===== config.mk =====
export PLATFORM = sky130hd
export DESIGN_NAME = lcd_write_ctrl_flat
export DESIGN_NICKNAME = d
export VERILOG_FILES = /design/src/rtl/lcd_write_ctrl_if.sv /design/src/rtl/lcd_write_ctrl.sv /design/src/flat_wrapper.sv
export SDC_FILE = /design/constraint.sdc
export NUM_CORES = 1
export LEC_CHECK = 0
export ABC_AREA = 1
export CAP_MARGIN = 20
export CORE_MARGIN = 2
export CORE_UTILIZATION = 55
export CTS_BUF_LIST = sky130_fd_sc_hd__clkbuf_4 sky130_fd_sc_hd__clkbuf_8
export CTS_CLUSTER_DIAMETER = 100
export DETAILED_ROUTE_END_ITERATION = 8
export PLACE_DENSITY = 0.84
export SYNTH_ARGS = -nofsm -noshare
export SYNTH_HDL_FRONTEND = slang
export SYNTH_SLANG_ARGS = --single-unit

===== constraint.sdc =====
create_clock -name clk -period 2.41 [get_ports clk]
set_input_delay 0.723 -clock clk [delete_from_list [all_inputs] [get_ports clk]]
set_output_delay 0.723 -clock clk [all_outputs]
set_load 0.05 [all_outputs]

===== src/rtl/lcd_write_ctrl_if.sv =====
// Upstream request channel and LCD pin bundle for lcd_write_ctrl.
// The master side drives write requests; the slave side is the controller.
interface lcd_write_ctrl_if;
  logic       in_valid;
  logic       in_rs;
  logic [7:0] in_data;
  logic       in_ready;
  logic       busy;
  logic       lcd_en;
  logic       lcd_rs;
  logic       lcd_rw;
  logic [7:0] lcd_db;
  logic       lcd_rst;

  modport master (
    output in_valid, in_rs, in_data,
    input  in_ready, busy, lcd_en, lcd_rs, lcd_rw, lcd_db, lcd_rst
  );

  modport slave (
    input  in_valid, in_rs, in_data,
    output in_ready, busy, lcd_en, lcd_rs, lcd_rw, lcd_db, lcd_rst
  );
endinterface


===== src/rtl/lcd_write_ctrl.sv =====
// Write-only parallel LCD controller: drives the LCD reset pulse and power-up
// wait, then turns each accepted byte into a setup / enable-pulse / hold
// sequence on the LCD pins. All outputs come straight from flops, computed
// from the next state so they line up with the state register.
module lcd_write_ctrl #(
  parameter int RST_CYC  = 4,
  parameter int INIT_CYC = 16,
  parameter int T_SETUP  = 2,
  parameter int T_PULSE  = 4,
  parameter int T_HOLD   = 2
) (
  input  logic            clk,
  input  logic            rst,
  lcd_write_ctrl_if.slave bus
);

  // Counter wide enough for the longest phase
  localparam int MAX_A   = (RST_CYC > INIT_CYC) ? RST_CYC : INIT_CYC;
  localparam int MAX_B   = (T_SETUP > T_PULSE) ? T_SETUP : T_PULSE;
  localparam int MAX_C   = (MAX_A > MAX_B) ? MAX_A : MAX_B;
  localparam int MAX_CYC = (MAX_C > T_HOLD) ? MAX_C : T_HOLD;
  localparam int CNT_W   = $clog2(MAX_CYC + 1);

  // Terminal counts: a phase of N cycles ends when the counter reads N-1
  localparam logic [CNT_W-1:0] RST_LAST   = CNT_W'(RST_CYC - 1);
  localparam logic [CNT_W-1:0] INIT_LAST  = CNT_W'(INIT_CYC - 1);
  localparam logic [CNT_W-1:0] SETUP_LAST = CNT_W'(T_SETUP - 1);
  localparam logic [CNT_W-1:0] PULSE_LAST = CNT_W'(T_PULSE - 1);
  localparam logic [CNT_W-1:0] HOLD_LAST  = CNT_W'(T_HOLD - 1);

  localparam logic [2:0] S_RST_HOLD  = 3'd0;
  localparam logic [2:0] S_INIT_WAIT = 3'd1;
  localparam logic [2:0] S_IDLE      = 3'd2;
  localparam logic [2:0] S_SETUP     = 3'd3;
  localparam logic [2:0] S_PULSE     = 3'd4;
  localparam logic [2:0] S_HOLD      = 3'd5;

  logic [2:0]       state_reg, state_next;
  logic [CNT_W-1:0] cnt_reg, cnt_next;
  logic             rs_reg, rs_next;
  logic [7:0]       data_reg, data_next;
  logic             lcd_rst_reg, lcd_en_reg, lcd_rs_reg;
  logic [7:0]       lcd_db_reg;
  logic             in_ready_reg, busy_reg;
  logic             active_next;

  // Next-state, phase counter and request latch; counter restarts on every state entry
  always_comb begin
    state_next = state_reg;
    cnt_next   = cnt_reg + 1'b1;
    rs_next    = rs_reg;
    data_next  = data_reg;
    case (state_reg)
      S_RST_HOLD: begin
        if (cnt_reg == RST_LAST) begin
          state_next = S_INIT_WAIT;
          cnt_next   = '0;
        end
      end
      S_INIT_WAIT: begin
        if (cnt_reg == INIT_LAST) begin
          state_next = S_IDLE;
          cnt_next   = '0;
        end
      end
      S_IDLE: begin
        cnt_next = '0;
        if (bus.in_valid && in_ready_reg) begin
          state_next = S_SETUP;
          rs_next    = bus.in_rs;
          data_next  = bus.in_data;
        end
      end
      S_SETUP: begin
        if (cnt_reg == SETUP_LAST) begin
          state_next = S_PULSE;
          cnt_next   = '0;
        end
      end
      S_PULSE: begin
        if (cnt_reg == PULSE_LAST) begin
          state_next = S_HOLD;
          cnt_next   = '0;
        end
      end
      S_HOLD: begin
        if (cnt_reg == HOLD_LAST) begin
          state_next = S_IDLE;
          cnt_next   = '0;
        end
      end
      default: begin
        state_next = S_RST_HOLD;
        cnt_next   = '0;
      end
    endcase
  end

  // The bus carries the latched byte only while a write is on the pins
  assign active_next = (state_next == S_SETUP) || (state_next == S_PULSE) ||
                       (state_next == S_HOLD);

  // State, latch and registered pin outputs; reset restarts the power-up sequence
  always_ff @(posedge clk) begin
    if (rst) begin
      state_reg    <= S_RST_HOLD;
      cnt_reg      <= '0;
      rs_reg       <= 1'b0;
      data_reg     <= 8'h00;
      lcd_rst_reg  <= 1'b1;
      lcd_en_reg   <= 1'b0;
      lcd_rs_reg   <= 1'b0;
      lcd_db_reg   <= 8'h00;
      in_ready_reg <= 1'b0;
      busy_reg     <= 1'b1;
    end else begin
      state_reg    <= state_next;
      cnt_reg      <= cnt_next;
      rs_reg       <= rs_next;
      data_reg     <= data_next;
      lcd_rst_reg  <= (state_next == S_RST_HOLD);
      lcd_en_reg   <= (state_next == S_PULSE);
      lcd_rs_reg   <= active_next & rs_next;
      lcd_db_reg   <= active_next ? data_next : 8'h00;
      in_ready_reg <= (state_next == S_IDLE);
      busy_reg     <= (state_next != S_IDLE);
    end
  end

  assign bus.lcd_rst  = lcd_rst_reg;
  assign bus.lcd_en   = lcd_en_reg;
  assign bus.lcd_rs   = lcd_rs_reg;
  assign bus.lcd_db   = lcd_db_reg;
  assign bus.lcd_rw   = 1'b0;
  assign bus.in_ready = in_ready_reg;
  assign bus.busy     = busy_reg;

endmodule


===== src/flat_wrapper.sv =====
// flat-port wrapper written by rule: the top's interface ports become plain ports
module lcd_write_ctrl_flat 
#(
  parameter int RST_CYC  = 4,
  parameter int INIT_CYC = 16,
  parameter int T_SETUP  = 2,
  parameter int T_PULSE  = 4,
  parameter int T_HOLD   = 2
)
  (clk, rst, bus_in_valid, bus_in_rs, bus_in_data, bus_in_ready, bus_busy, bus_lcd_en, bus_lcd_rs, bus_lcd_rw, bus_lcd_db, bus_lcd_rst);
  lcd_write_ctrl_if bus_i ();
  input  logic clk;
  input  logic rst;
  input wire logic [$bits(bus_i.in_valid)-1:0] bus_in_valid;
  input wire logic [$bits(bus_i.in_rs)-1:0] bus_in_rs;
  input wire logic [$bits(bus_i.in_data)-1:0] bus_in_data;
  output wire logic [$bits(bus_i.in_ready)-1:0] bus_in_ready;
  output wire logic [$bits(bus_i.busy)-1:0] bus_busy;
  output wire logic [$bits(bus_i.lcd_en)-1:0] bus_lcd_en;
  output wire logic [$bits(bus_i.lcd_rs)-1:0] bus_lcd_rs;
  output wire logic [$bits(bus_i.lcd_rw)-1:0] bus_lcd_rw;
  output wire logic [$bits(bus_i.lcd_db)-1:0] bus_lcd_db;
  output wire logic [$bits(bus_i.lcd_rst)-1:0] bus_lcd_rst;
  assign bus_i.in_valid = bus_in_valid;
  assign bus_i.in_rs = bus_in_rs;
  assign bus_i.in_data = bus_in_data;
  assign bus_in_ready = bus_i.in_ready;
  assign bus_busy = bus_i.busy;
  assign bus_lcd_en = bus_i.lcd_en;
  assign bus_lcd_rs = bus_i.lcd_rs;
  assign bus_lcd_rw = bus_i.lcd_rw;
  assign bus_lcd_db = bus_i.lcd_db;
  assign bus_lcd_rst = bus_i.lcd_rst;
  lcd_write_ctrl #(.RST_CYC(RST_CYC), .INIT_CYC(INIT_CYC), .T_SETUP(T_SETUP), .T_PULSE(T_PULSE), .T_HOLD(T_HOLD)) u_core (.clk(clk), .rst(rst), .bus(bus_i));
endmodule

* Word-level counts from Yosys, hierarchy flattened
Index checks and enable logic that the tools add are counted.
Cells by class: add/subtract/negate cells 1, reductions and logical operators 8, bitwise gates (word level) 2, eq/ne operators 13, mux-type cells 15
Operator list (count):
- 2-to-1 mux 3 bit | 6
- case mux 3 bit (6 select lines) | 1
- 2-to-1 mux 8 bit | 2
- 2-to-1 mux 5 bit | 3
- case mux 5 bit (3 select lines) | 1
- equality test 3 x 2 -> 1 bit (second input constant) | 4
- equality test 3 bit (second input constant) | 4
- zero test 3 bit | 2
- OR reduction 2 bit | 3
- adder 5 x 1 -> 5 bit (second input constant) | 1
- equality test 5 x 1 -> 1 bit (second input constant) | 1
- equality test 5 x 2 -> 1 bit (second input constant) | 1
- equality test 5 x 4 -> 1 bit (second input constant) | 1
- equality test 3 x 1 -> 1 bit (second input constant) | 1
- != test 3 x 2 -> 1 bit (second input constant) | 1
- logical OR 1 bit | 2
- 2-to-1 mux 1 bit | 2
- AND 1 bit | 1
- logical AND 1 bit | 1
- NOT 1 bit | 1
Storage, ports and cells: output and inout port bits 14, register bits after elaboration 30, logic and storage cells 49

* Longest topological paths before layout
word-level depth 8, depth in mapped cells 11, mapped depth without buffers 11

* Worst setup path before layout
No wires, ideal clock.
kind in2reg, from in bus_in_valid, to reg u_core.lcd_db_reg[0], in the netlist u_core.bus.lcd_db[0], data required time 2.291 ns, data arrival time 1.366 ns, stages on the path 6, library setup time 0.119 ns, slack 0.925 ns, cell sequence nand2_1 > nand3b_4 > buf_6 > or2_0 > nand2_1 > nor2_1
On the way: word-level cells in the longest chain between the ends 8, elaborated cells on any way between the ends 12
Ends and longest elaborated chain:
- start, declared | RTL line flat_wrapper.sv:14 | input wire logic [$bits(bus_i.in_valid)-1:0] bus_in_valid;
- logical AND 1 bit * | RTL line lcd_write_ctrl.sv:68 | if (bus.in_valid && in_ready_reg) begin
- 2-to-1 mux 3 bit | RTL line lcd_write_ctrl.sv:68
- case mux 3 bit (6 select lines) | RTL line lcd_write_ctrl.sv:53 | case (state_reg)
- equality test 3 x 2 -> 1 bit / equality test 3 bit (equally long branches) | RTL line lcd_write_ctrl.sv:100 | assign active_next = (state_next == S_SETUP) || (state_next == S_PULSE) ||
- logical OR 1 bit (2 in series) | RTL line lcd_write_ctrl.sv:100
- NOT 1 bit (no line)
- OR reduction 2 bit (no line)
- end signal, assigned | RTL line lcd_write_ctrl.sv:124 | lcd_db_reg <= active_next ? data_next : 8'h00;
- end, declared | RTL line lcd_write_ctrl.sv:43 | logic [7:0] lcd_db_reg;
Every way passes the cells marked *; elsewhere a longest branch is shown, timed or not. A chain may end at the register's enable or synchronous reset.

* Final worst setup path
from reg u_core.in_ready_reg, in the netlist u_core.bus.in_ready, to out bus_in_ready
RTL lines:
- start, declared | RTL line lcd_write_ctrl.sv:44 | logic in_ready_reg, busy_reg;
- start signal, assigned | RTL line lcd_write_ctrl.sv:125 | in_ready_reg <= (state_next == S_IDLE);
- end, declared | RTL line flat_wrapper.sv:17 | output wire logic [$bits(bus_i.in_ready)-1:0] bus_in_ready;
No word-level cell between the ends.

==> summary.md <==
| Metric | Value |
|---|---|
| Setup TNS | `0 ns` |
| Vias/cell | `around 4.7` |
| Sw Ratio | `0.269` |
| Max cap viols | `0` |
| Combinational share of power | `0.127` |
| Port bufs | `24` |
| Ant diodes | `0` |
| Final hold vios | `0` |
| Final period util | `0.905` |
| Syn. warnings | `0` |
| Hold Path Depth | `3` |
| CP max stage delay | `0.80 ns` |
| Hold WS | `0.540 ns` |
| Nature of the critical path startpoint | `flip-flop` |
| Clock group share of total power | `0.328` |
| Core area | `roughly 2200 µm²` |
| Syn_nets | `between 150 and 200` |
| Hold_sp | `u_core.cnt_reg[0]` |
| Max Slew Vio Count | `0` |
| Post-CTS Hold Buffers | `0` |
| WS Path Type | `flip-flop to output port` |
| Wirelength, routed | `2.45 mm` |
| Crit end category | `output port` |
| Syn Std Cell Area | `approximately 1300 µm²` |
| Clock buffer depth | `2` |
| Initial antenna violation count | `0` |
| H-tree levels | `2` |
| Fmax | `458 MHz` |
| Slowest stage cell, crit path | `clkdlybuf4s50_1` |
| Setup violators final | `0` |
| Peak ir drop on the vdd network | `approximately 0.53 mV` |
| Chip Width | `between 50 and 60 µm` |
| Multi-input combinational cell area | `552 µm²` |
| RSZ-0062 raised after global routing | `false` |
| Layout area overhead | `24.4%` |
| # resized after CTS | `0` |
| Critical path data arrival time | `1.46 ns` |
| Setup repair bufs after CTS | `0` |
| Share of power burned in registers | `0.545` |
| Number of synthesized flops with an enable pin | `0` |
| DR vias | `about 1100` |
| CP max FO | `2` |
| Remaining global-route overflow | `0` |
| Clk_skew | `0.00705 ns` |
| Residual DRC | `0` |
| Final ANT Viol Nets | `0` |
| Pin count of the biggest net entering global routing | `13` |
| Final GP Congestion | `around 0.79` |
| Cell count after synthesis | `between 150 and 200` |
| Post-route minimum period | `approximately 2.2 ns` |
| Lkg Pwr | `between 0.8 and 0.9 nW` |
| Non-Filler Instances | `between 200 and 250` |
| PnR worst setup slack | `~0.23 ns` |
| # rows | `17` |
| Routing usage on met2 | `0.367` |
| Yosys cell types | `20` |
| Die height | `about 53 µm` |
| P_int | `approximately 700 µW` |
| Nets | `~220` |
| FF-to-FF End | `u_core.bus.lcd_rst` |
| Critical-path cell list | `clkdlybuf4s50_1` |
| Synth Register Bits | `30` |
| Clock latency on the worst-skew pair | `~0.33 ns` |
| First drt pass iteration count | `4` |
| DP Area | `1550 µm²` |
| DP HPWL | `a little under 2 mm` |
| Crit path max-delay family | `buffers and inverters` |
| Clock-pin slew on the worst setup and hold paths | `roughly 0.090 ns` |
| Pin slew with the least headroom to its limit | `between 0.5 and 0.6 ns` |
| Post-route cell area | `1620 µm²` |
| M3 GR Usage | `0.0600` |
| Vias in the first global route | `1042` |
| First-pass GRT wire length | `about 4.1 mm` |
| Worst R2R Setup Slack | `a little under 0.8 ns` |
| Hold crit path type | `flip-flop to flip-flop` |
| Worst R2R Path Depth | `10` |
| Grt peak-use layer | `met2` |
| CTS Root Cell | `clkbuf_4` |
| Pwr/cell area | `between 500 and 600 nW/µm²` |
| CTS Sinks | `30` |
| IO Pins | `26` |
| Ys async rst share | `0` |
| CTS tree | `built` |
| Required time worst endpoint | `1.69 ns` |
| WP buf/inv | `1` |
| Fillers | `~190` |
| DR iter-0 viols | `16` |
| FF-to-FF Start | `u_core.cnt_reg[0]` |
| CTS Buf Count | `5` |
| Gr usage total | `0.212` |
| Status | `complete, no violations` |
| Place WS | `approximately 0.36 ns` |
| Met1 track demand over resource | `0.219` |
| Seq/Total Area, Yosys | `0.462` |
| Post-Syn Area per Cell | `~7.2 µm²` |
| Top_reg_cell synth | `dfxtp_1` |
| Net Switching | `roughly 260 µW` |
| Layout cells sized above 1 | `0.0909` |
| Die footprint | `around 2800 µm²` |
| Min-Delay Endpoint | `u_core.cnt_reg[0]` |
| DR WL/cell | `around 10 µm` |
| Register area | `~600 µm²` |
| Placed cells | `~230` |
| Worst slew margin | `0.665` |
| Initial core utilization | `0.587` |
cells by family after synthesis:
kind of cell / count (synthesis) / synth area share
and+or+nand+nor: 107 / 0.373
buffers and inverters: 36 / 0.113
DFF: 30 / 0.462
adders and majority gates: 4 / 0.0385
AOI/OAI and AO/OA: 1 / 0.00385
xor gates and xnor gates: 1 / 0.00674
other: 1 / 0.00289
tightest hold or removal path, cell delays in order (launching register included):
cell	delay (ns)
dfxtp_1	0.35
inv_1	0.06
nand3_1	0.06
inv_1	0.05
stage by stage:
step           utilization  power [mW]
2_1_floorplan            -       0.619
5_1_grt              0.730        1.01
3_3_place_gp         0.701       0.652
6_report             0.730       0.958
4_1_cts              0.730       0.970
3_5_place_dp         0.701       0.657
metal layers:
metal	up-vias	routed length, µm
met5	-	0
met4	0	42
met3	6	91
met2	18	1290
met1	499	1030
li1	582	-
synth_stat cells (2+ instances only):
cell type	number	area share
nand3_2	2	0.015
dfxtp_1	30	0.46
nand3_1	9	0.035
inv_1	31	0.090
nor2_2	3	0.014
nor2_4	2	0.017
ha_1	4	0.039
or2_0	6	0.029
nand2_1	38	0.11
inv_2	2	0.0058
nor2_1	44	0.13
worst max path at each step:
stage,from,endpoint,slack (ns),depth (start not counted)
finish,u_core.bus.in_ready,bus_in_ready,0.23,1
global route,u_core.bus.lcd_db[1],bus_lcd_db[1],0.17,1
CTS,u_core.bus.lcd_db[0],bus_lcd_db[0],0.21,1
detailed placement,bus_in_valid,u_core.bus.lcd_db[3],0.36,8
global placement,bus_in_valid,u_core.bus.lcd_db[7],0.43,8
floorplan,bus_in_valid,u_core.bus.lcd_db[0],0.92,6
cells in the final DEF, fill, tap and decap left out, types with 3 or more instances in the layout:
master / synthesis / routed
clkdlybuf4s50_1: 0 / 24
nand3_1: 9 / 9
nor2_2: 3 / 3
ha_1: 4 / 4
or2_0: 6 / 6
nand2_1: 38 / 38
inv_1: 31 / 31
dfxtp_1: 30 / 30
nor2_1: 44 / 44
clkbuf_4: 0 / 5
cell type report:
type | instances | share of cell area
clock buffer | 6 | 0.0318
clock inverter | 2 | 0.00775
inverter | 33 | 0.0767
multi-input combinational | 114 | 0.342
sequential | 30 | 0.372
tap | 28 | 0.0217
timing repair buffer | 24 | 0.149
power groups by stage:
stage          sequential (mW)  clock (mW)  combinational [mW]
2_1_floorplan            0.539           0              0.0800
3_3_place_gp             0.533           0               0.119
3_5_place_dp             0.534           0               0.122
4_1_cts                  0.523       0.325               0.123
5_1_grt                  0.525       0.348               0.138
6_report                 0.522       0.314               0.122
No activity file was read; power rests on OpenSTA's default activity.
